`config.mk`:
```
export PLATFORM = sky130hd
export DESIGN_NAME = xmul_share_arbiter
export DESIGN_NICKNAME = d
export VERILOG_FILES = /design/src/rtl/xmul_share_arbiter_pkg.sv /design/src/rtl/xmul_share_arbiter_core.sv /design/src/rtl/xmul_share_arbiter.sv
export SDC_FILE = /design/constraint.sdc
export NUM_CORES = 1
export LEC_CHECK = 0
export BUFFER_PORTS_ARGS = -buffer_cell sky130_fd_sc_hd__buf_2
export CAP_MARGIN = 15
export CORE_MARGIN = 5
export CORE_UTILIZATION = 45
export DETAILED_ROUTE_END_ITERATION = 7
export GPL_TIMING_DRIVEN = 0
export PLACE_DENSITY_LB_ADDON = 0.25
export SYNTH_ARGS = -nofsm -noshare
export SYNTH_HDL_FRONTEND = slang
export SYNTH_SLANG_ARGS = --single-unit
export TNS_END_PERCENT = 30
```
`constraint.sdc`:
```
create_clock -name clk -period 5.4 [get_ports clk]
set_input_delay 0.54 -clock clk [delete_from_list [all_inputs] [get_ports clk]]
set_output_delay 0.54 -clock clk [all_outputs]
set_load 0.005 [all_outputs]
```
`src/rtl/xmul_share_arbiter_pkg.sv`:
```
// -----------------------------------------------------------------------------
// xmul_share_arbiter_pkg
// Shared helpers for the approximate-multiplier arbiter:
//   absWidth  - magnitude width of a signed operand (sign bit dropped).
//   rrSearch  - round-robin search of a request vector starting at a pointer,
//               wrapping modulo nReq (up to maxReq requesters).
// No ports; imported by xmul_core and xmul_share_arbiter.
// -----------------------------------------------------------------------------
package xmul_share_arbiter_pkg;

    localparam int maxReq = 16;

    // Magnitude of a dataW-bit two's-complement value kept in dataW-1 bits.
    function automatic int absWidth(input int dataW);
        return dataW - 1;
    endfunction

    // Returns the index of the first set bit of valid at or after ptr,
    // wrapping at nReq. found is low when no bit below nReq is set.
    function automatic int rrSearch(input logic [maxReq-1:0] valid,
                                    input int               ptr,
                                    input int               nReq,
                                    output logic            found);
        int grant;
        int idx;
        grant = 0;
        found = 1'b0;
        for (int k = 0; k < maxReq; k++) begin
            if (k < nReq && !found) begin
                // ptr < nReq and k < nReq, so one subtraction wraps the index.
                idx = ptr + k;
                if (idx >= nReq) begin
                    idx = idx - nReq;
                end
                if (valid[idx[3:0]]) begin
                    found = 1'b1;
                    grant = idx;
                end
            end
        end
        return grant;
    endfunction

endpackage

```
`src/rtl/xmul_share_arbiter_core.sv`:
```
// -----------------------------------------------------------------------------
// xmul_core
// Combinational approximate ("fake") multiply:
//   sign      = in1 sign XOR in2 sign
//   magnitude = min(|in1|, |in2|), |x| truncated to dataW-1 bits
//   outData   = sign ? -magnitude : magnitude   (outW bits)
// Ports:
//   in1, in2  [dataW-1:0]  signed operands
//   outData   [outW-1:0]   signed approximate product
// -----------------------------------------------------------------------------
module xmul_core
    import xmul_share_arbiter_pkg::*;
#(
    parameter int dataW = 8,
    parameter int outW  = dataW
) (
    input  logic [dataW-1:0] in1,
    input  logic [dataW-1:0] in2,
    output logic [outW-1:0]  outData
);

    localparam int absW = absWidth(dataW);

    logic            prodSign;
    logic [absW-1:0] abs1;
    logic [absW-1:0] abs2;
    logic [absW-1:0] mag;
    logic [outW-1:0] magExt;

    // NOTE: every signal driven here gets a value on every path, so no latch
    // is inferred; blocking '=' is correct inside combinational blocks.
    always_comb begin
        prodSign = in1[dataW-1] ^ in2[dataW-1];
        // Negation modulo 2^absW only depends on the low absW bits, so the
        // most negative input folds to magnitude 0 as intended.
        abs1 = in1[dataW-1] ? -in1[absW-1:0] : in1[absW-1:0];
        abs2 = in2[dataW-1] ? -in2[absW-1:0] : in2[absW-1:0];
        mag  = (abs1 < abs2) ? abs1 : abs2;
        magExt = '0;
        magExt[absW-1:0] = mag;
        // A zero magnitude with a negative sign still yields 0.
        outData = prodSign ? -magExt : magExt;
    end

endmodule

```
`src/rtl/xmul_share_arbiter.sv`:
```
// -----------------------------------------------------------------------------
// xmul_share_arbiter
// Shares one two-stage approximate multiplier among NREQ requesters with
// round-robin arbitration. S1 registers the granted operand pair and its id,
// S2 is the output register. One result per cycle, latency one cycle after
// acceptance, full backpressure from resp_ready.
// Ports:
//   clk, rst              clock, synchronous active-high reset
//   req_valid [NREQ]      requester i presents an operand pair
//   req_ready [NREQ]      one-hot grant: pair accepted this cycle
//   req_in1/req_in2       packed operands, requester i at [i*dataW +: dataW]
//   resp_valid/resp_ready result handshake
//   resp_data [outW]      signed approximate product
//   resp_id   [IDW]       requester that owns the result
// -----------------------------------------------------------------------------
module xmul_share_arbiter
    import xmul_share_arbiter_pkg::*;
#(
    parameter int NREQ  = 4,
    parameter int dataW = 8,
    parameter int outW  = dataW,
    parameter int IDW   = $clog2(NREQ)
) (
    input  logic                  clk,
    input  logic                  rst,
    input  logic [NREQ-1:0]       req_valid,
    output logic [NREQ-1:0]       req_ready,
    input  logic [NREQ*dataW-1:0] req_in1,
    input  logic [NREQ*dataW-1:0] req_in2,
    output logic                  resp_valid,
    input  logic                  resp_ready,
    output logic [outW-1:0]       resp_data,
    output logic [IDW-1:0]        resp_id
);

    // S1 stage
    logic             s1Valid;
    logic [dataW-1:0] s1In1;
    logic [dataW-1:0] s1In2;
    logic [IDW-1:0]   s1Id;

    // Arbitration and flow control
    logic              adv1;
    logic              adv2;
    logic              grantFound;
    logic              accept;
    logic [maxReq-1:0] validPad;
    int                grantInt;
    int                nextInt;
    logic [IDW-1:0]    grantId;
    logic [IDW-1:0]    nextPtr;
    logic [IDW-1:0]    rrPtr;

    logic [outW-1:0]   coreOut;

    always_comb begin
        adv2 = !resp_valid || resp_ready;
        adv1 = !s1Valid || adv2;

        validPad = '0;
        validPad[NREQ-1:0] = req_valid;
        grantInt = rrSearch(validPad, int'(rrPtr), NREQ, grantFound);
        grantId  = IDW'(grantInt);

        // Grant is combinational on req_valid; a transfer only happens when
        // S1 can take it and reset is not active.
        accept = grantFound && adv1 && !rst;
        req_ready = '0;
        if (accept) begin
            req_ready[grantId] = 1'b1;
        end

        nextInt = grantInt + 1;
        if (nextInt == NREQ) begin
            nextInt = 0;
        end
        nextPtr = IDW'(nextInt);
    end

    xmul_core #(
        .dataW (dataW),
        .outW  (outW)
    ) uCore (
        .in1     (s1In1),
        .in2     (s1In2),
        .outData (coreOut)
    );

    // NOTE: sequential state uses non-blocking '<=' so every register samples
    // the pre-edge values regardless of statement order.
    always_ff @(posedge clk) begin
        if (rst) begin
            s1Valid    <= 1'b0;
            s1Id       <= '0;
            rrPtr      <= '0;
            resp_valid <= 1'b0;
            resp_data  <= '0;
            resp_id    <= '0;
        end else begin
            // S2 refills whenever it is empty or its result is leaving.
            if (adv2) begin
                resp_valid <= s1Valid;
                resp_id    <= s1Id;
                resp_data  <= coreOut;
            end
            if (accept) begin
                s1Valid <= 1'b1;
                s1Id    <= grantId;
                rrPtr   <= nextPtr;
            end else if (adv1) begin
                s1Valid <= 1'b0;
            end
        end
    end

    // NOTE: operand registers carry no reset; they are qualified by s1Valid,
    // so their content after reset is never observed.
    always_ff @(posedge clk) begin
        if (accept) begin
            s1In1 <= req_in1[grantId*dataW +: dataW];
            s1In2 <= req_in2[grantId*dataW +: dataW];
        end
    end

endmodule

```
==> run metrics <==
grt met3 use 4.10%; initial antenna violation count 0; syn avg cell area 10.4 sq um; Mapped Area 2780 sq um; Comb pwr share 73.4%; Remaining Overflow, GRT 0; synth warn 0; Syn Inst Count 268; clock sinks 32; later-pin clock latency in the skew report 290 ps; vias in the first global route 2433; Hold Worst Slack 452 ps; global routing usage on met1 21.2%; vias per inst 5.56; fillcell total 541; Arr. time, crit path 5130 ps; setup TNS 0 ps; P_sw 1.16 mW; RSZ-0062 raised after global routing false; Tcrit/Tclk final 91.4%; # H-tree levels 2; Resized cells post-CTS 0; Die ar. 7850 sq um; die width 88.6 um; most frequent cells in the layout buf_2, ha_1, mux4_1, nand2_1, nor2_1; Seq/Total Area, Yosys 28.8%; Switching Share 45.9%; ys flop type edfxtp_1; DP HPWL 5000 um; Crit Path Max Fanout 10; detailed-route wire length 6260 um; Distinct cells, synth 54; Clock Path Buffers 2; DR pass1 iterations 4; CP Capture Type register; GPL Wtd Cong 0.887; # nets final 450; n_diodes 0; Synth area leader edfxtp_1; initial core utilization 46.7%; Seq pwr share 19.6%; DR vias 2422; ANT nets after route 0; final setup fails 0; Die Height 88.6 um; GR peak layer met2; Post-Syn Nets 358; r2r setup slk 470 ps; Core ar. 5960 sq um; Synth top area share 17.3%; ys async rst share 0%; Pleak 1.54 nW; Hold WC Path Type register to register; largest net degree at the start of global routing 24; GRT Overall Usage 17.4%; commonest non-fill, non-tap cell in the layout buf_2; Synth-to-Final Area Change 22.0%; maxcap violations 0; Post-synth EDFFs 16; final critical-path required period 4930 ps; f_max 203 MHz; input/output buffers 84; pins over their slew limit 0; setup bufs post-CTS 0; initial drt markers 86; hold_buf cts 0; internal cell power 1.36 mW; root buf cell clkbuf_8; skew final 5.55 ps; share of layout cells above drive strength 1 29.4%; type of the worst setup path register to register; Setup crit start kind register; FF+latch count, synth 32; top post-synthesis cells by area edfxtp_1, mux4_1, dfxtp_1; worst vdd ir 352 uV; Routed WL per cell 14.3 um; Row Count 28; CTS tree built; DRC Markers 0; Slew headroom 45.5%; Num CTS Buffers 5; Worst-Margin Slew 812 ps; outcome complete, no violations; Power Density 744 nW/um^2; met2 Usage GRT 30.5%; clock share of power 7.0%; endpoints failing hold 0; first-pass GRT wire length 10700 um; Clock transition at path regs 60 ps; IO Count 86; worst path required time 5600 ps
==> final cells by class <==
class | count | area [sq um] | share of cell area [%]
buffer | 16 | 100 | 2.95
clock buffer | 7 | 76.3 | 2.25
clock inverter | 1 | 5.00 | 0.148
inverter | 14 | 52.6 | 1.55
multi-input combinational | 206 | 1830 | 53.9
sequential | 32 | 801 | 23.6
tap | 75 | 93.8 | 2.77
timing repair buffer | 85 | 435 | 12.8
==> per-stage QoR <==
stage	utilization, %	total power [mW]	worst slack, ps	cells	area (sq um)
2_1_floorplan	-	1.94	1300	268	2780
3_3_place_gp	55.3	2.30	612	427	3290
3_5_place_dp	55.3	2.34	557	427	3290
4_1_cts	56.7	2.52	504	435	3370
5_1_grt	56.9	2.79	103	436	3390
6_report	56.9	2.52	465	436	3390
==> worst max-delay path, stage by stage, from the launching register on <==
cell	delay [ps]
edfxtp_1	510
inv_1	160
ha_1	200
or3b_2	470
a211oi_1	550
inv_1	110
ha_1	330
a21o_1	180
a211oi_1	240
o21ai_1	250
nand2_1	260
mux2i_1	330
ha_1	320
o2111ai_1	150
a21o_1	200
a311o_1	350
a311oi_1	250
==> power groups by stage <==
| stage | Combinational [mW] | Clock [mW] | Sequential (mW) |
|---|---|---|---|
| 2_1_floorplan | 1.46 | 0 | 0.478 |
| 3_3_place_gp | 1.80 | 0 | 0.494 |
| 3_5_place_dp | 1.84 | 0 | 0.499 |
| 4_1_cts | 1.85 | 0.181 | 0.494 |
| 5_1_grt | 2.08 | 0.200 | 0.509 |
| 6_report | 1.85 | 0.177 | 0.494 |
==> layer usage <==
metal / routed length, um / share of wire [%]
met1: 2700 / 43
met2: 3070 / 49
met3: 417 / 6.7
met4: 72 / 1.2
met5: 0 / 0
==> synth_stat cells, drive strengths merged, types with 3 or more instances <==
cell and number:
o31ai 5, nor2 17, nand2 18, nand2b 7
mux2i 8, buf 8, a31oi 5, ha 19
mux4 18, and3 7, dfxtp 16, a211oi 6
or3 3, inv 14, xnor2 11, xor2 6
a21oi 11, clkbuf 8, nor3 5, o21ai 8
nand3 4, edfxtp 16, a311oi 4, nor2b 5
o211ai 5, a21o 5, nor4bb 3
==> state kept, by name, summed over array words and instances, names as in the netlist <==
name	cells
s1Valid	1
resp_id	2
rrPtr	2
resp_valid	1
s1In2	8
s1Id	2
resp_data	8
s1In1	8
==> cells by family after synthesis <==
kind of cell	share of synthesized area (%)
compound gates	14.9
xor+xnor	5.36
mux	20.2
flops	28.8
simple gates	16.7
fa+ha+maj	8.55
buf+inv	5.49
==> path summary, 6_finish.rpt <==
check	cells past startpoint	to	startpoint
setup / recovery	16	resp_data[6]	s1In1[0]
hold / removal	2	resp_id[0]	resp_id[0]
setup reg to reg	16	resp_data[6]	s1In1[0]
hold reg to reg	2	resp_id[0]	resp_id[0]
Power figures use the tool's default switching activity.
